## config.mk

```make
export PLATFORM = sky130hd
export DESIGN_NAME = mem_access_unit
export DESIGN_NICKNAME = d
export VERILOG_FILES = /design/src/rtl/mem_access_unit.sv
export SDC_FILE = /design/constraint.sdc
export NUM_CORES = 1
export LEC_CHECK = 0
export CORE_UTILIZATION = 31
export DETAILED_ROUTE_END_ITERATION = 6
export GPL_ROUTABILITY_DRIVEN = 0
export GPL_TIMING_DRIVEN = 1
export REMOVE_ABC_BUFFERS = 1
export SLEW_MARGIN = 5
export SYNTH_ARGS = -nofsm -noshare
export SYNTH_HDL_FRONTEND = slang
export SYNTH_SLANG_ARGS = --single-unit
```

## constraint.sdc

```tcl
create_clock -name clk -period 2.7 [get_ports clk]
set_input_delay 0.405 -clock clk [delete_from_list [all_inputs] [get_ports clk]]
set_output_delay 0.405 -clock clk [all_outputs]
set_load 0.005 [all_outputs]
```

## src/rtl/mem_access_unit.sv

```systemverilog
// MEM-stage load/store controller: word/half/byte accesses to a
// byte-addressed big-endian data RAM, with read-modify-write for
// sub-word stores.
// Ports: clk, reset (sync, active high); CPU side req/we/size/sext/
// addr/wdata in, rdata/ack/err/busy out; RAM side mem_addr/
// mem_wdata/mem_nRD/mem_nWR out, mem_dout in.
// Build option: define MAU_ALIGN_CHECK_EN to reject misaligned
// word and halfword accesses.
module mem_access_unit #(
  parameter int RAM_BYTES = 61,
  parameter int ADDR_W    = 32
) (
  input  logic              clk,
  input  logic              reset,
  input  logic              req,
  input  logic              we,
  input  logic [1:0]        size,
  input  logic              sext,
  input  logic [ADDR_W-1:0] addr,
  input  logic [31:0]       wdata,
  output logic [31:0]       rdata,
  output logic              ack,
  output logic              err,
  output logic              busy,
  output logic [ADDR_W-1:0] mem_addr,
  output logic [31:0]       mem_wdata,
  output logic              mem_nRD,
  output logic              mem_nWR,
  input  logic [31:0]       mem_dout
);

  localparam logic [2:0] S_IDLE   = 3'd0;
  localparam logic [2:0] S_RD     = 3'd1;
  localparam logic [2:0] S_RMW_RD = 3'd2;
  localparam logic [2:0] S_WR     = 3'd3;
  localparam logic [2:0] S_DONE   = 3'd4;

  localparam logic [1:0] SZ_W = 2'b00;
  localparam logic [1:0] SZ_H = 2'b01;
  localparam logic [1:0] SZ_B = 2'b10;

  localparam logic [ADDR_W:0] LIMIT = (ADDR_W+1)'(RAM_BYTES);

  logic [2:0]        state;
  logic [1:0]        size_q;
  logic              sext_q;
  logic [1:0]        lane_q;
  logic [ADDR_W-1:0] base_q;
  logic [15:0]       wdata_q;
  logic [31:0]       word_q;
  logic [31:0]       rdata_q;
  logic              err_q;

  logic [ADDR_W-1:0] base_n;
  logic [ADDR_W:0]   last_n;
  logic              misalign;
  logic              bad;

  // Sub-word accesses always fetch the enclosing aligned word.
  assign base_n = (size == SZ_W) ? addr
                : {addr[ADDR_W-1:2], 2'b00};
  // One extra bit so a base near the top of the space cannot wrap.
  assign last_n = {1'b0, base_n} + (ADDR_W+1)'(3);

`ifdef MAU_ALIGN_CHECK_EN
  assign misalign = ((size == SZ_W) && (addr[1:0] != 2'b00))
                 || ((size == SZ_H) && addr[0]);
`else
  assign misalign = 1'b0;
`endif

  assign bad = (size == 2'b11) || (last_n >= LIMIT) || misalign;

  function automatic logic [31:0] extract(
    input logic [31:0] w,
    input logic [1:0]  sz,
    input logic [1:0]  ln,
    input logic        sx
  );
    logic [7:0]  b;
    logic [15:0] h;
    logic [31:0] r;
    case (ln)
      2'd0:    b = w[31:24];
      2'd1:    b = w[23:16];
      2'd2:    b = w[15:8];
      default: b = w[7:0];
    endcase
    h = ln[1] ? w[15:0] : w[31:16];
    r = w;
    if (sz == SZ_B)
      r = {{24{sx & b[7]}}, b};
    else if (sz == SZ_H)
      r = {{16{sx & h[15]}}, h};
    return r;
  endfunction

  function automatic logic [31:0] merge(
    input logic [31:0] w,
    input logic [15:0] d,
    input logic [1:0]  sz,
    input logic [1:0]  ln
  );
    logic [31:0] r;
    r = w;
    if (sz == SZ_H) begin
      if (ln[1]) r = {w[31:16], d};
      else       r = {d, w[15:0]};
    end else begin
      case (ln)
        2'd0:    r = {d[7:0], w[23:0]};
        2'd1:    r = {w[31:24], d[7:0], w[15:0]};
        2'd2:    r = {w[31:16], d[7:0], w[7:0]};
        default: r = {w[31:8], d[7:0]};
      endcase
    end
    return r;
  endfunction

  always_ff @(posedge clk) begin
    if (reset) begin
      state   <= S_IDLE;
      size_q  <= '0;
      sext_q  <= 1'b0;
      lane_q  <= '0;
      base_q  <= '0;
      wdata_q <= '0;
      word_q  <= '0;
      rdata_q <= '0;
      err_q   <= 1'b0;
    end else begin
      unique case (1'b1)
        (state == S_IDLE): begin
          if (req) begin
            size_q  <= size;
            sext_q  <= sext;
            lane_q  <= addr[1:0];
            base_q  <= base_n;
            wdata_q <= wdata[15:0];
            word_q  <= wdata;
            err_q   <= bad;
            if (bad)
              state <= S_DONE;
            else if (!we)
              state <= S_RD;
            else if (size == SZ_W)
              state <= S_WR;
            else
              state <= S_RMW_RD;
          end
        end
        (state == S_RD): begin
          word_q  <= mem_dout;
          rdata_q <= extract(mem_dout, size_q, lane_q, sext_q);
          state   <= S_DONE;
        end
        (state == S_RMW_RD): begin
          word_q <= merge(mem_dout, wdata_q, size_q, lane_q);
          state  <= S_WR;
        end
        (state == S_WR): begin
          state <= S_DONE;
        end
        default: begin
          state <= S_IDLE;
        end
      endcase
    end
  end

  assign rdata     = rdata_q;
  assign busy      = (state != S_IDLE);
  assign ack       = (state == S_DONE);
  assign err       = ack & err_q;
  assign mem_nRD   = (state == S_RD) || (state == S_RMW_RD);
  assign mem_nWR   = (state == S_WR);
  assign mem_addr  = (mem_nRD || mem_nWR) ? base_q : '0;
  assign mem_wdata = mem_nWR ? word_q : 32'h0;

endmodule
```

Word-level counts from Yosys, hierarchy flattened
Cells that the tools add are included.
- $add $sub $neg: 1
- magnitude comparators: 1
- equal/unequal tests: 10
- muxes and demuxes: 19
- bitwise logic cells: 3
- reductions and logical operators: 11
- operator list (kind ; number):
    $mux W32 ; 7
    $pmux W32 S3 ; 2
    $add A32 B2 Y33 const B ; 1
    $ge A33 B6 Y1 const B ; 1
    $pmux W8 S3 ; 1
    $mux W16 ; 1
    $mux W8 ; 2
    $pmux W3 S3 ; 1
    $eq A2 B2 Y1 const B ; 3
    $eq A3 B2 Y1 const B ; 2
    $mux W3 ; 2
    $reduce_bool A3 Y1 ; 2
    $eq A2 B1 Y1 const B ; 2
    $logic_not A2 Y1 ; 2
    $mux W2 ; 2
    $reduce_and A2 Y1 ; 2
    $and A1 B1 Y1 ; 3
    $eq A3 B1 Y1 const B ; 1
    $eq A3 B3 Y1 const B ; 1
    $logic_not A3 Y1 ; 1
    $logic_or A1 B1 Y1 ; 3
    $ne A2 B2 Y1 const B ; 1
    $reduce_or A2 Y1 ; 1
    $mux W1 ; 1
- bits in registers: 121
- bits of input ports: 103
- word-level logic and storage cells: 54

Longest topological paths before layout
- word-level depth: 8
- depth in mapped cells: 12
- mapped depth without buffers: 11

Least setup slack after synthesis
No wires, ideal clock.
- path type: input to register
- start: in size[0]
- end: reg state[1]
- setup time: 0.060 ns
- arrival time: 2.571 ns
- required time: 2.640 ns
- setup slack: 0.069 ns
- stages on the path: 12
- buffers on the path: 1
- path through: nor2_1 > and2_1 > inv_1 > ha_1 > nand3b_1 > nor4_4 > buf_6 > nand4_2 > a2111o_1 > a211oi_2 > and3_1 > a41o_1
- cells in the longest elaborated chain, start to end: 8
- ends and longest elaborated chain (what ; line ; RTL):
    start, declared ; 17 ; input logic [1:0] size,
    $logic_not A2 Y1 ; 60 ; assign base_n = (size == SZ_W) ? addr
    $mux W2 ; 60 ;
    $add A32 B2 Y33 ; 63 ; assign last_n = {1'b0, base_n} + (ADDR_W+1)'(3);
    $ge A33 B6 Y1 ; 72 ; assign bad = (size == 2'b11) || (last_n >= LIMIT) || misalign;
    $logic_or A1 B1 Y1 * ; 72 ;
    $mux W3 * ; 142 ; if (bad)
    $mux W3 * ; 134 ; if (req) begin
    $pmux W3 S3 * ; 132 ; unique case (1'b1)
    end signal, assigned ; 143 ; state <= S_DONE;
    end signal, assigned ; 145 ; state <= S_RD;
    end signal, assigned ; 147 ; state <= S_WR;
    end, declared ; 44 ; logic [2:0] state;
Mark *: on every way between the ends. The rest lies on a longest branch, timed or not. The select of a mux whose other input is x is not followed.
A chain may end at the register's enable or synchronous reset.

Final worst setup path
- start: reg state[0]
- end: out mem_wdata[26]
- cells in the longest elaborated chain, start to end: 2
- ends and longest elaborated chain (what ; line ; RTL):
    start signal, assigned ; 122 ; state <= S_IDLE;
    start signal, assigned ; 143 ;
    start signal, assigned ; 145 ;
    $eq A3 B2 Y1 ; 176 ; assign mem_nWR = (state == S_WR);
    $mux W32 ; 178 ; assign mem_wdata = mem_nWR ? word_q : 32'h0;
    end, declared ; 26 ; output logic [31:0] mem_wdata,
No other way between the ends.

==> results.py <==
metrics = {
    "detailed_routing": {
        "vias": 7575,
        "via_per_inst": 5.28,
        "drc": 0,
        "drt_first_pass_iters": 5,
        "post_drt_wl_per_cell_um": 17.5,
        "ant_nets": 0,
        "wl_um": 25100,
        "dr.first_iter.drc_count": 363,
    },
    "placement": {
        "portBuffers": 203,
        "post-dp-hpwl_um": 18000,
        "placed_cells": 1403,
    },
    "timing": {
        "finalCritPeriodShare_pct": 93.3,
        "period_minus_slack_ps": 2520,
        "worst_hold_slack_ps": 387,
        "fin_skew_ps": 11.8,
        "setup-violations-final": 0,
        "max_freq_mhz": 397,
        "slew_headroom_pct": 28.1,
        "worstMarginPinSlew_ps": 1070,
        "setup_tns_ps": 0,
        "rsz0062_at_grt": "no",
        "final-max-slew-violation-count": 0,
        "hold_viol": 0,
    },
    "grt": {
        "grt_pass1_wl_um": 39000,
        "grt_pass1_vias": 7193,
        "antenna_found_initial": 1,
        "grt_usage_pct": 22.3,
        "overflow": 0,
        "grt_max_degree": 74,
    },
    "cells_and_area": {
        "drive_above_1_share_pct": 13.3,
        "antenna_cells": 0,
        "instances_no_fill": 1435,
        "areaGrowthSynthToFinish_pct": 49.0,
        "fin_nets": 1249,
    },
    "logic_synthesis": {
        "synth_ff_type": "dfxtp_1",
        "synthCells": 914,
        "ys_ff_latch": 121,
        "synth-edff-count": 0,
        "synth_warnings": 0,
        "netlist_area_um2": 6920,
        "synth-seq-area-share_pct": 35.0,
        "synthArstFlopShare_pct": 0,
        "yosysUniqueCellTypes": 61,
        "syn_avg_cell_area_um2": 7.57,
    },
    "setup_path": {
        "cp-start-kind": "flip-flop",
        "r2r_cells": 5,
        "cp-end-kind": "primary output",
        "cp_num_buf_inv": 2,
        "max_stage_delay_ps": 490,
        "crit_family": "buffers and inverters",
        "reg2reg_from": "lane_q[1]$_SDFFE_PP0P_",
        "rrSetupSlack_ps": 420,
        "crit_slowest_cell": "clkdlybuf4s50_1",
        "crit_fanout": 15,
        "path_class": "reg -> out",
        "r2r_end": "word_q[11]$_SDFFE_PP0P_",
        "arrival_ps": 2110,
        "crit_chain": "nand2_1 -> nor2_2 -> buf_4 -> and2_1 -> clkdlybuf4s50_1",
        "crit_start": "state[0]$_SDFFE_PP0P_",
        "cp.required_ps": 2300,
    },
    "power_and_ir_drop": {
        "peakVddDrop_mv": 0.442,
        "leakage_uw": 0.00390,
        "pwr_density_cell_nw_per_um2": 491,
    },
    "hold_path": {
        "whs_path_depth": 2,
        "hold_end": "rdata[0]$_SDFFE_PP0N_",
        "min_from": "reset",
        "hp-class": "in -> reg",
    },
    "die": {
        "die_h_um": 151,
        "start_util_pct": 31.7,
        "core_area_um2": 21800,
        "ioPinCount": 204,
        "die_area_um2": 22900,
        "num_rows": 54,
        "die_w_um": 151,
    },
    "clock_tree": {
        "cts-htree-levels": 4,
        "tritoncts": "yes",
        "cts-root-buf": "clkbuf_16",
        "cts.path.max_buffers": 2,
        "cts_buffers": 17,
        "clock-sinks": 121,
        "clock_latency_ps": 430,
        "path_clk_slew_ps": 60,
    },
    "run": {
        "maxCapViolations": 0,
    },
    "outcome": {
        "status": "finished clean",
    },
}
synthesized netlist by cell type, drive strengths merged, types with 2 or more instances:
library cell  number  area, µm²
mux2              18        203
inv                9       33.8
clkbuf            69        259
a211o              2       17.5
o211ai             8       60.1
mux4               4       90.1
o221ai             6       52.6
nand4              8       62.6
o221a             16        180
nor2              96        363
a21oi             88        440
nand2            167        627
xor2               3       26.3
nor3b              3       22.5
a21o               2       15.0
a22o               2       17.5
nor2b             12       75.1
and3               7       43.8
ha                 2       25.0
nand2b             3       18.8
a41o               2       20.0
or3                5       31.3
and2              70        438
a222oi             4       40.0
nor3              18       95.1
a22oi             24        180
xnor2              4       35.0
nor4b              2       17.5
o21ai             30        150
dfxtp            121       2420
o22ai              2       12.5
a211oi            17        133
nand3             14       70.1
a311oi            35        307
mux2i             10        100
or2                3       18.8
nor4               4       40.0
buf                6       31.3
a31oi              7       43.8
state kept, by name (all words and copies together), names as in the netlist:
signal   flops
base_q      32
rdata       32
word_q      32
wdata_q     16
state        3
lane_q       2
size_q       2
err_q        1
sext_q       1
per-layer routing:
metal	share of wire (%)	vias to the layer above	GRT usage (%)
met5	0.044	-	0
met1	45	3541	29.1
met4	1.8	2	7.35
met3	8.3	34	6.51
met2	44	263	34.8
li1	-	3735	-
metrics by stage:
step	util, %	worst slack, ps	power [µW]	area, µm²
floorplan	-	-4240	2290	6630
global placement	44.3	-423	2720	9670
detailed placement	44.3	-461	2730	9670
CTS	47.2	16.3	5100	10300
global route	47.2	54.2	5270	10300
finish	47.2	182	5060	10300
power by group:
group	switching (µW)	internal (µW)	total (µW)
Combinational	404	371	774
Clock	876	1490	2360
Sequential	50.0	1870	1920
worst max-delay path by stage:
stage | end | slack (ps) | cells past startpoint
3_3_place_gp | state[1]$_SDFFE_PP0P_ | -420 | 13
4_1_cts | mem_wdata[26] | 20 | 5
5_1_grt | mem_wdata[10] | 50 | 5
3_5_place_dp | state[1]$_SDFFE_PP0P_ | -460 | 13
6_report | mem_wdata[26] | 180 | 5
2_1_floorplan | word_q[0]$_SDFFE_PP0P_ | -4240 | 4
cells by family (layout without fill, tap and decap cells):
group           Yosys count  count (layout)  share of synthesized area (%)
mux                      32              32                           5.68
flops                   121             121                           35.0
buf+inv                  84             325                           4.69
fa+ha+maj                 2               2                          0.362
compound gates          251             251                           24.9
xor+xnor                  7               7                          0.887
simple gates            417             417                           28.4
final cells by class:
type / instances / area [µm²]
clock buffers: 19 / 453
clock inverters: 11 / 148
fillers: 2149 / 11500
inverters: 9 / 33.8
multi-input cells: 709 / 4210
flip-flops and latches: 121 / 2420
well taps: 280 / 350
repair buffers: 286 / 2680
cells in the final DEF (no fill, tap or decap), drive strengths merged, types with 3 or more instances in the layout:
| cell type | count |
|---|---|
| a21oi | 88 |
| bufinv | 3 |
| nor2 | 96 |
| nand3 | 14 |
| nand4 | 8 |
| clkbuf | 19 |
| o211ai | 8 |
| clkdlybuf4s50 | 199 |
| clkinv | 3 |
| clkinvlp | 4 |
| mux2i | 10 |
| inv | 10 |
| or3 | 5 |
| dfxtp | 121 |
| o221ai | 6 |
| nor3 | 18 |
| a222oi | 4 |
| or2 | 3 |
| nand2 | 167 |
| nor4 | 4 |
| and3 | 7 |
| o21ai | 30 |
| buf | 84 |
| xnor2 | 4 |
| nor2b | 12 |
| xor2 | 3 |
| nor3b | 3 |
| a311oi | 35 |
| a22oi | 24 |
| mux4 | 4 |
| a211oi | 17 |
| o221a | 16 |
| mux2 | 18 |
| and2 | 70 |
| a31oi | 7 |
| nand2b | 3 |
timing repair:
item	4_1_cts	5_1_grt
hold buffers	0	0
buffers inserted	2	0
resized for setup	6	3
endpoints found under the hold margin	0	0
endpoints found under the setup margin	3	46
pin swaps	5	3
Power figures use the tool's default switching activity.
